File: src/rtl/pi_incremental_mc_pkg.sv
`default_nettype none
//==============================================================================
// Module   : pi_incremental_mc_pkg
// Desc     : Shared constants and derived-width helpers for the PI controllers.
// Revision : 1.0 - initial release
//==============================================================================
package pi_incremental_mc_pkg;

    localparam int PI_INC_LATENCY = 3;

    function automatic int de_width(input int data_w);
        return data_w + 1;
    endfunction

    function automatic int prod_width(input int data_w, input int coef_w);
        return de_width(data_w) + coef_w;
    endfunction

    // Two guard bits: one for p+i, one for adding u_prev.
    function automatic int acc_width(input int data_w, input int coef_w);
        return prod_width(data_w, coef_w) + 2;
    endfunction

endpackage
`default_nettype wire

File: src/rtl/pi_incremental_mc_sat_clamp.sv
`default_nettype none
//==============================================================================
// Module   : sat_clamp
// Desc     : Clamp a wide signed value into [lo, hi]; flags when clamping.
// Revision : 1.0 - initial release
//==============================================================================
module sat_clamp #(
    parameter int IN_W  = 35,
    parameter int OUT_W = 16
) (
    input  logic signed [IN_W-1:0]  din,
    input  logic signed [OUT_W-1:0] lo,
    input  logic signed [OUT_W-1:0] hi,
    output logic signed [OUT_W-1:0] dout,
    output logic                    sat
);

    logic signed [IN_W-1:0] w_lo;
    logic signed [IN_W-1:0] w_hi;

    assign w_lo = IN_W'(lo);
    assign w_hi = IN_W'(hi);

    always_comb begin
        dout = din[OUT_W-1:0];
        sat  = 1'b0;
        if (din < w_lo) begin
            dout = lo;
            sat  = 1'b1;
        end else if (din > w_hi) begin
            dout = hi;
            sat  = 1'b1;
        end
    end

endmodule
`default_nettype wire

File: src/rtl/pi_incremental_mc.sv
`default_nettype none
//==============================================================================
// Module   : pi_incremental_mc
// Desc     : Multi-channel pipelined velocity-form PI controller with clamping.
// Revision : 1.0 - initial release
//==============================================================================
module pi_incremental_mc
    import pi_incremental_mc_pkg::*;
#(
    parameter int DATA_WIDTH = 16,
    parameter int COEF_WIDTH = 16,
    parameter int COEF_FRAC  = 8,
    parameter int CHANNELS   = 4,
    parameter int ID_WIDTH   = 2
) (
    input  logic                         clk,
    input  logic                         rst,
    input  logic                         clear,
    input  logic signed [COEF_WIDTH-1:0] kp,
    input  logic signed [COEF_WIDTH-1:0] ki,
    input  logic signed [DATA_WIDTH-1:0] out_min,
    input  logic signed [DATA_WIDTH-1:0] out_max,
    input  logic signed [DATA_WIDTH-1:0] s_axis_tdata,
    input  logic        [ID_WIDTH-1:0]   s_axis_tid,
    input  logic                         s_axis_tvalid,
    output logic                         s_axis_tready,
    output logic signed [DATA_WIDTH-1:0] m_axis_tdata,
    output logic        [ID_WIDTH-1:0]   m_axis_tid,
    output logic                         m_axis_tuser,
    output logic                         m_axis_tvalid,
    input  logic                         m_axis_tready
);

    localparam int DE_W   = de_width(DATA_WIDTH);
    localparam int PROD_W = prod_width(DATA_WIDTH, COEF_WIDTH);
    localparam int ACC_W  = acc_width(DATA_WIDTH, COEF_WIDTH);
    localparam int SLOTS  = 2 ** ID_WIDTH;

    // Arrays cover the whole tid space; slots >= CHANNELS are never written.
    logic signed [DATA_WIDTH-1:0] r_e_prev [SLOTS];
    logic signed [DATA_WIDTH-1:0] r_u_prev [SLOTS];

    logic                         w_advance;
    logic                         w_accept;
    logic                         w_in_range;
    logic signed [DE_W-1:0]       w_de;

    logic                         r_s1_valid;
    logic        [ID_WIDTH-1:0]   r_s1_id;
    logic signed [DATA_WIDTH-1:0] r_s1_e;
    logic signed [DE_W-1:0]       r_s1_de;
    logic signed [COEF_WIDTH-1:0] r_s1_kp;
    logic signed [COEF_WIDTH-1:0] r_s1_ki;
    logic signed [DATA_WIDTH-1:0] r_s1_min;
    logic signed [DATA_WIDTH-1:0] r_s1_max;

    logic signed [PROD_W-1:0]     w_p;
    logic signed [PROD_W-1:0]     w_i;

    logic                         r_s2_valid;
    logic        [ID_WIDTH-1:0]   r_s2_id;
    logic signed [PROD_W-1:0]     r_s2_p;
    logic signed [PROD_W-1:0]     r_s2_i;
    logic signed [DATA_WIDTH-1:0] r_s2_min;
    logic signed [DATA_WIDTH-1:0] r_s2_max;

    logic signed [ACC_W-1:0]      w_sum;
    logic signed [ACC_W-1:0]      w_s;
    logic signed [ACC_W-1:0]      w_v;
    logic signed [DATA_WIDTH-1:0] w_y;
    logic                         w_sat;

    logic                         r_m_valid;
    logic signed [DATA_WIDTH-1:0] r_m_data;
    logic        [ID_WIDTH-1:0]   r_m_id;
    logic                         r_m_user;

    assign w_advance     = !r_m_valid || m_axis_tready;
    assign s_axis_tready = w_advance && !clear;
    assign w_accept      = s_axis_tvalid && s_axis_tready;
    assign w_in_range    = int'(s_axis_tid) < CHANNELS;

    assign w_de  = DE_W'(s_axis_tdata) - DE_W'(r_e_prev[s_axis_tid]);
    assign w_p   = PROD_W'(r_s1_kp) * PROD_W'(r_s1_de);
    assign w_i   = PROD_W'(r_s1_ki) * PROD_W'(r_s1_e);

    assign w_sum = ACC_W'(r_s2_p) + ACC_W'(r_s2_i);
    assign w_s   = w_sum >>> COEF_FRAC;
    assign w_v   = ACC_W'(r_u_prev[r_s2_id]) + w_s;

    sat_clamp #(
        .IN_W  (ACC_W),
        .OUT_W (DATA_WIDTH)
    ) u_sat_clamp (
        .din  (w_v),
        .lo   (r_s2_min),
        .hi   (r_s2_max),
        .dout (w_y),
        .sat  (w_sat)
    );

    always_ff @(posedge clk) begin
        if (rst) begin
            r_s1_valid <= 1'b0;
            r_s1_id    <= '0;
            r_s1_e     <= '0;
            r_s1_de    <= '0;
            r_s1_kp    <= '0;
            r_s1_ki    <= '0;
            r_s1_min   <= '0;
            r_s1_max   <= '0;
            r_s2_valid <= 1'b0;
            r_s2_id    <= '0;
            r_s2_p     <= '0;
            r_s2_i     <= '0;
            r_s2_min   <= '0;
            r_s2_max   <= '0;
            r_m_valid  <= 1'b0;
            r_m_data   <= '0;
            r_m_id     <= '0;
            r_m_user   <= 1'b0;
        end else if (w_advance) begin
            // Out-of-range channels are swallowed here: they never become valid.
            r_s1_valid <= w_accept && w_in_range;
            if (w_accept) begin
                r_s1_id  <= s_axis_tid;
                r_s1_e   <= s_axis_tdata;
                r_s1_de  <= w_de;
                r_s1_kp  <= kp;
                r_s1_ki  <= ki;
                r_s1_min <= out_min;
                r_s1_max <= out_max;
            end
            r_s2_valid <= r_s1_valid;
            if (r_s1_valid) begin
                r_s2_id  <= r_s1_id;
                r_s2_p   <= w_p;
                r_s2_i   <= w_i;
                r_s2_min <= r_s1_min;
                r_s2_max <= r_s1_max;
            end
            r_m_valid <= r_s2_valid;
            if (r_s2_valid) begin
                r_m_data <= w_y;
                r_m_id   <= r_s2_id;
                r_m_user <= w_sat;
            end
        end
    end

    // Storing the clamped output (not the raw sum) is what prevents windup.
    always_ff @(posedge clk) begin
        if (rst || clear) begin
            for (int i = 0; i < SLOTS; i++) begin
                r_e_prev[i] <= '0;
                r_u_prev[i] <= '0;
            end
        end else begin
            if (w_accept && w_in_range) r_e_prev[s_axis_tid] <= s_axis_tdata;
            if (w_advance && r_s2_valid) r_u_prev[r_s2_id] <= w_y;
        end
    end

    assign m_axis_tvalid = r_m_valid;
    assign m_axis_tdata  = r_m_data;
    assign m_axis_tid    = r_m_id;
    assign m_axis_tuser  = r_m_user;

endmodule
`default_nettype wire
File: config.mk
export PLATFORM = sky130hd
export DESIGN_NAME = pi_incremental_mc
export DESIGN_NICKNAME = d
export VERILOG_FILES = /design/src/rtl/pi_incremental_mc_pkg.sv /design/src/rtl/pi_incremental_mc_sat_clamp.sv /design/src/rtl/pi_incremental_mc.sv
export SDC_FILE = /design/constraint.sdc
export NUM_CORES = 2
export LEC_CHECK = 0
export CORE_UTILIZATION = 25
export CTS_BUF_LIST = sky130_fd_sc_hd__clkbuf_2 sky130_fd_sc_hd__clkbuf_4 sky130_fd_sc_hd__clkbuf_8
export CTS_CLUSTER_DIAMETER = 150
export DETAILED_ROUTE_END_ITERATION = 8
export GPL_ROUTABILITY_DRIVEN = 0
export HOLD_SLACK_MARGIN = 0.02
export MAX_ROUTING_LAYER = met4
export REMOVE_ABC_BUFFERS = 1
export SYNTH_ARGS = -nofsm -noshare
export SYNTH_HDL_FRONTEND = slang
export SYNTH_SLANG_ARGS = --single-unit
File: constraint.sdc
create_clock -name clk -period 7.4 [get_ports clk]
set_clock_uncertainty 0.1 [all_clocks]
set_input_delay 1.11 -clock clk [delete_from_list [all_inputs] [get_ports clk]]
set_output_delay 1.11 -clock clk [all_outputs]
set_load 0.005 [all_outputs]
==> summary.txt <==
Placement
  • Dpl hpwl: 82.0 mm
  • I/O Buffers: 107
  • Pre-CTS setup slack: 28.1 ps

Critical path
  • Crit path kind: reg2reg
  • Critical R2R Launch: r_s2_p[11]$_SDFFE_PP0P_
  • Slowest cell on crit path: a221o_1
  • Worst setup endpoint: m_axis_tdata[8]$_SDFFE_PP0P_
  • Critical Path Start Type: flop
  • Worst setup EP type: flop
  • Crit path required time: 7890 ps
  • Data arrival time of the worst path: 7490 ps
  • Crit-path max FO: 13
  • Worst R2R End: m_axis_tdata[8]$_SDFFE_PP0P_
  • Worst setup startpoint: r_s2_p[11]$_SDFFE_PP0P_
  • Reg2Reg Setup Slack: 400 ps
  • Worst Reg-to-Reg Cells: 30
  • Crit-path max cell delay: 360 ps

Die
  • Die Ht: 392 um
  • Starting Density: 25.2%
  • Core area: 150000 um^2
  • Die footprint: 153000 um^2
  • Cell row count: 142
  • Chip width: 392 um
  • I/O pin cnt: 108

Power and ir drop
  • Sw Ratio: 34.4%
  • Pint: 4.04 mW
  • VDD IR max: 0.000140 V
  • PwrDens: 142 nW/um^2
  • Combinational share of power: 28.7%
  • Clock power frac: 35.9%
  • Sequential Power Share: 35.4%
  • Psw: 2.12 mW
  • LEAKAGE: 17.8 nW

Clock tree
  • CTS tree: done
  • Clk Latency, worst-skew pair: 750 ps
  • Clk slew on worst S/H paths: 60 ps
  • CTS Buf Count: 59
  • Clock sinks: 350
  • CTS Hold Bufs: 0
  • CTS Buffer Depth: 3
  • Clock Root Buffer: clkbuf_8
  • # H-tree levels: 2

Route
  • Via Count: 28.8k
  • Wire per inst: 16.6 um
  • Wirelength, routed: 104 mm
  • Detail Route Antenna Nets: 0
  • Post-route DRC: 0
  • Via-to-Cell Ratio: 4.59
  • TritonRoute pass-1 iters: 7
  • 1st-iter DRT viols: 1501

Global route
  • Initial antenna violation count: 7
  • First-pass GRT wire length: 171 mm
  • Largest net degree at the start of global routing: 135
  • Vias in the first global route: 31.0k
  • Total Routing Usage GR: 14.4%
  • Grt ovf: 0

Timing
  • Final-report max-slew violation count: 0
  • Tmin final: 7000 ps
  • Crit share post-route: 94.6%
  • Fmax achieved: 0.143 GHz
  • Worst-Margin Slew: 1130 ps
  • Rel. slew slack: 24.1%
  • Final setup violation count: 0
  • Fin. Hold Viols: 0
  • Fin worst setup slack: 400 ps

Finish
  • Core Util, Final: 28.8%
  • # nets final: 5118
  • Share of layout cells above drive strength 1: 7.21%
  • Area growth from synthesis to layout: 14.2%
  • Most common cell after layout, fill and taps aside: nand2_1
  • Commonest cells after routing, fill and taps aside: 657 x nand2_1, 644 x inv_1, 540 x fa_1

Yosys
  • Sequential-to-total area share from yosys stat: 21.8%
  • Synth Area per Inst: 9.23 um^2
  • #FFs+latches synth: 350
  • Main synth FF type: dfxtp_1
  • Async set-reset flop share out of synthesis: 0%
  • Post-Syn Area: 37900 um^2
  • Synth unique cells: 85
  • Yosys warning count: 0
  • Post-Syn Instances: 4111
  • Number of synthesized flops with an enable pin: 128

Run status
  • Outcome: finished clean

Job
  • Maxcap violations: 0

Min path
  • Hold Crit Class: reg2reg
flip-flops by register name, indices dropped and copies added (netlist names), named ones only:
name           cells
r_s1_max          16
r_s1_ki           16
r_s2_id            2
r_s2_max          16
m_axis_tuser       1
m_axis_tdata      16
r_s2_valid         1
r_s1_min          16
r_s2_min          16
m_axis_tid         2
r_s2_i            32
r_s1_valid         1
r_u_prev          64
r_s2_p            33
r_s1_kp           16
r_s1_id            2
r_s1_de           17
r_e_prev          64
r_s1_e            16
m_axis_tvalid      1
power groups by stage:
| stage | Sequential, mW | Combinational (mW) | Clock, mW |
|---|---|---|---|
| after floorplan | 2.19 | 1.07 | 0 |
| after global placement | 2.22 | 1.69 | 0 |
| after detailed placement | 2.22 | 1.71 | 0 |
| after CTS | 2.18 | 1.73 | 2.27 |
| after global routing | 2.19 | 1.98 | 2.34 |
| final | 2.18 | 1.77 | 2.21 |
per-stage QoR:
step | setup TNS (ps) | std cells | total power, mW | instance area, um^2 | hold WS, ps
floorplan | 0 | 3936 | 3.26 | 37300 | 322
global placement | 0 | 6146 | 3.91 | 41600 | 344
detailed placement | 0 | 6146 | 3.93 | 41600 | 347
CTS | 0 | 6258 | 6.17 | 43100 | 356
global route | -24.6 | 6268 | 6.50 | 43300 | 373
finish | 0 | 6268 | 6.16 | 43300 | 354
area by class of cell:
cell class | count | area (um^2)
fill | 16000 | 107000
multi-input combinational | 2941 | 26800
clock inverter | 22 | 392
timing repair buffer | 198 | 1790
clock buffer | 90 | 1110
inverter | 645 | 2420
sequential | 350 | 8290
tap | 2016 | 2520
antenna | 6 | 15.0
kinds of logic after synthesis:
| logic type | Yosys count | share of synthesized area, % |
|---|---|---|
| DFF | 350 | 21.8 |
| adders and majority gates | 836 | 38.3 |
| muxes | 38 | 2.06 |
| AOI/OAI and AO/OA | 595 | 10.2 |
| and+or+nand+nor | 1372 | 17.1 |
| buffers and inverters | 820 | 8.16 |
| xor gates and xnor gates | 100 | 2.31 |
layer usage:
| metal | vias to the layer above | wire, um | global-route usage, % |
|---|---|---|---|
| li1 | 13400 | - | - |
| met1 | 14500 | 43700 | 17.2 |
| met2 | 626 | 52900 | 25.4 |
| met3 | 167 | 4480 | 1.45 |
| met4 | 0 | 3100 | 4.37 |
| met5 | - | 0 | - |
what timing repair did:
item                       CTS  global route
buffers inserted             0             4
pin swaps                    0            10
setup endpoints to repair    1            80
cloned                       0             0
resized for setup            1            27
worst max-delay path, delay by kind of cell (launching register included):
family,cells,cell delay (ps)
XOR/XNOR,2,320
flip-flops,1,320
buffers and inverters,1,210
adder cells (fa/ha/maj),3,990
AO/OA/AOI/OAI,15,3110
AND/OR/NAND/NOR,9,1840
worst min-delay path by stage:
stage,startpoint,endpoint,depth (start not counted)
2_1_floorplan,r_s2_i[0]$_SDFFE_PP0P_,r_s2_i[0]$_SDFFE_PP0P_,2
3_3_place_gp,r_s1_max[12]$_SDFFE_PP0P_,r_s2_max[12]$_SDFFE_PP0P_,2
3_5_place_dp,r_s1_min[4]$_SDFFE_PP0P_,r_s2_min[4]$_SDFFE_PP0P_,2
4_1_cts,r_s1_min[4]$_SDFFE_PP0P_,r_s2_min[4]$_SDFFE_PP0P_,2
5_1_grt,r_s1_min[4]$_SDFFE_PP0P_,r_s2_min[4]$_SDFFE_PP0P_,2
6_report,r_s1_min[4]$_SDFFE_PP0P_,r_s2_min[4]$_SDFFE_PP0P_,2
Yosys cell counts (29+ instances only):
cell | n | area, um^2
nor2_1 | 127 | 477
a21o_1 | 53 | 398
nand2b_1 | 45 | 282
o21ai_0 | 61 | 305
and2_1 | 269 | 1680
and3_1 | 29 | 181
clkbuf_1 | 161 | 604
ha_1 | 296 | 3700
nand2_1 | 659 | 2470
inv_1 | 645 | 2420
dfxtp_1 | 222 | 4440
edfxtp_1 | 128 | 3840
nor3_1 | 100 | 500
a211oi_1 | 36 | 270
a21oi_1 | 269 | 1350
xor2_1 | 29 | 254
o21a_1 | 29 | 218
nand3_1 | 48 | 240
xnor2_1 | 71 | 622
mux4_2 | 32 | 721
fa_1 | 540 | 10800
No activity file was read; power rests on OpenSTA's default activity.
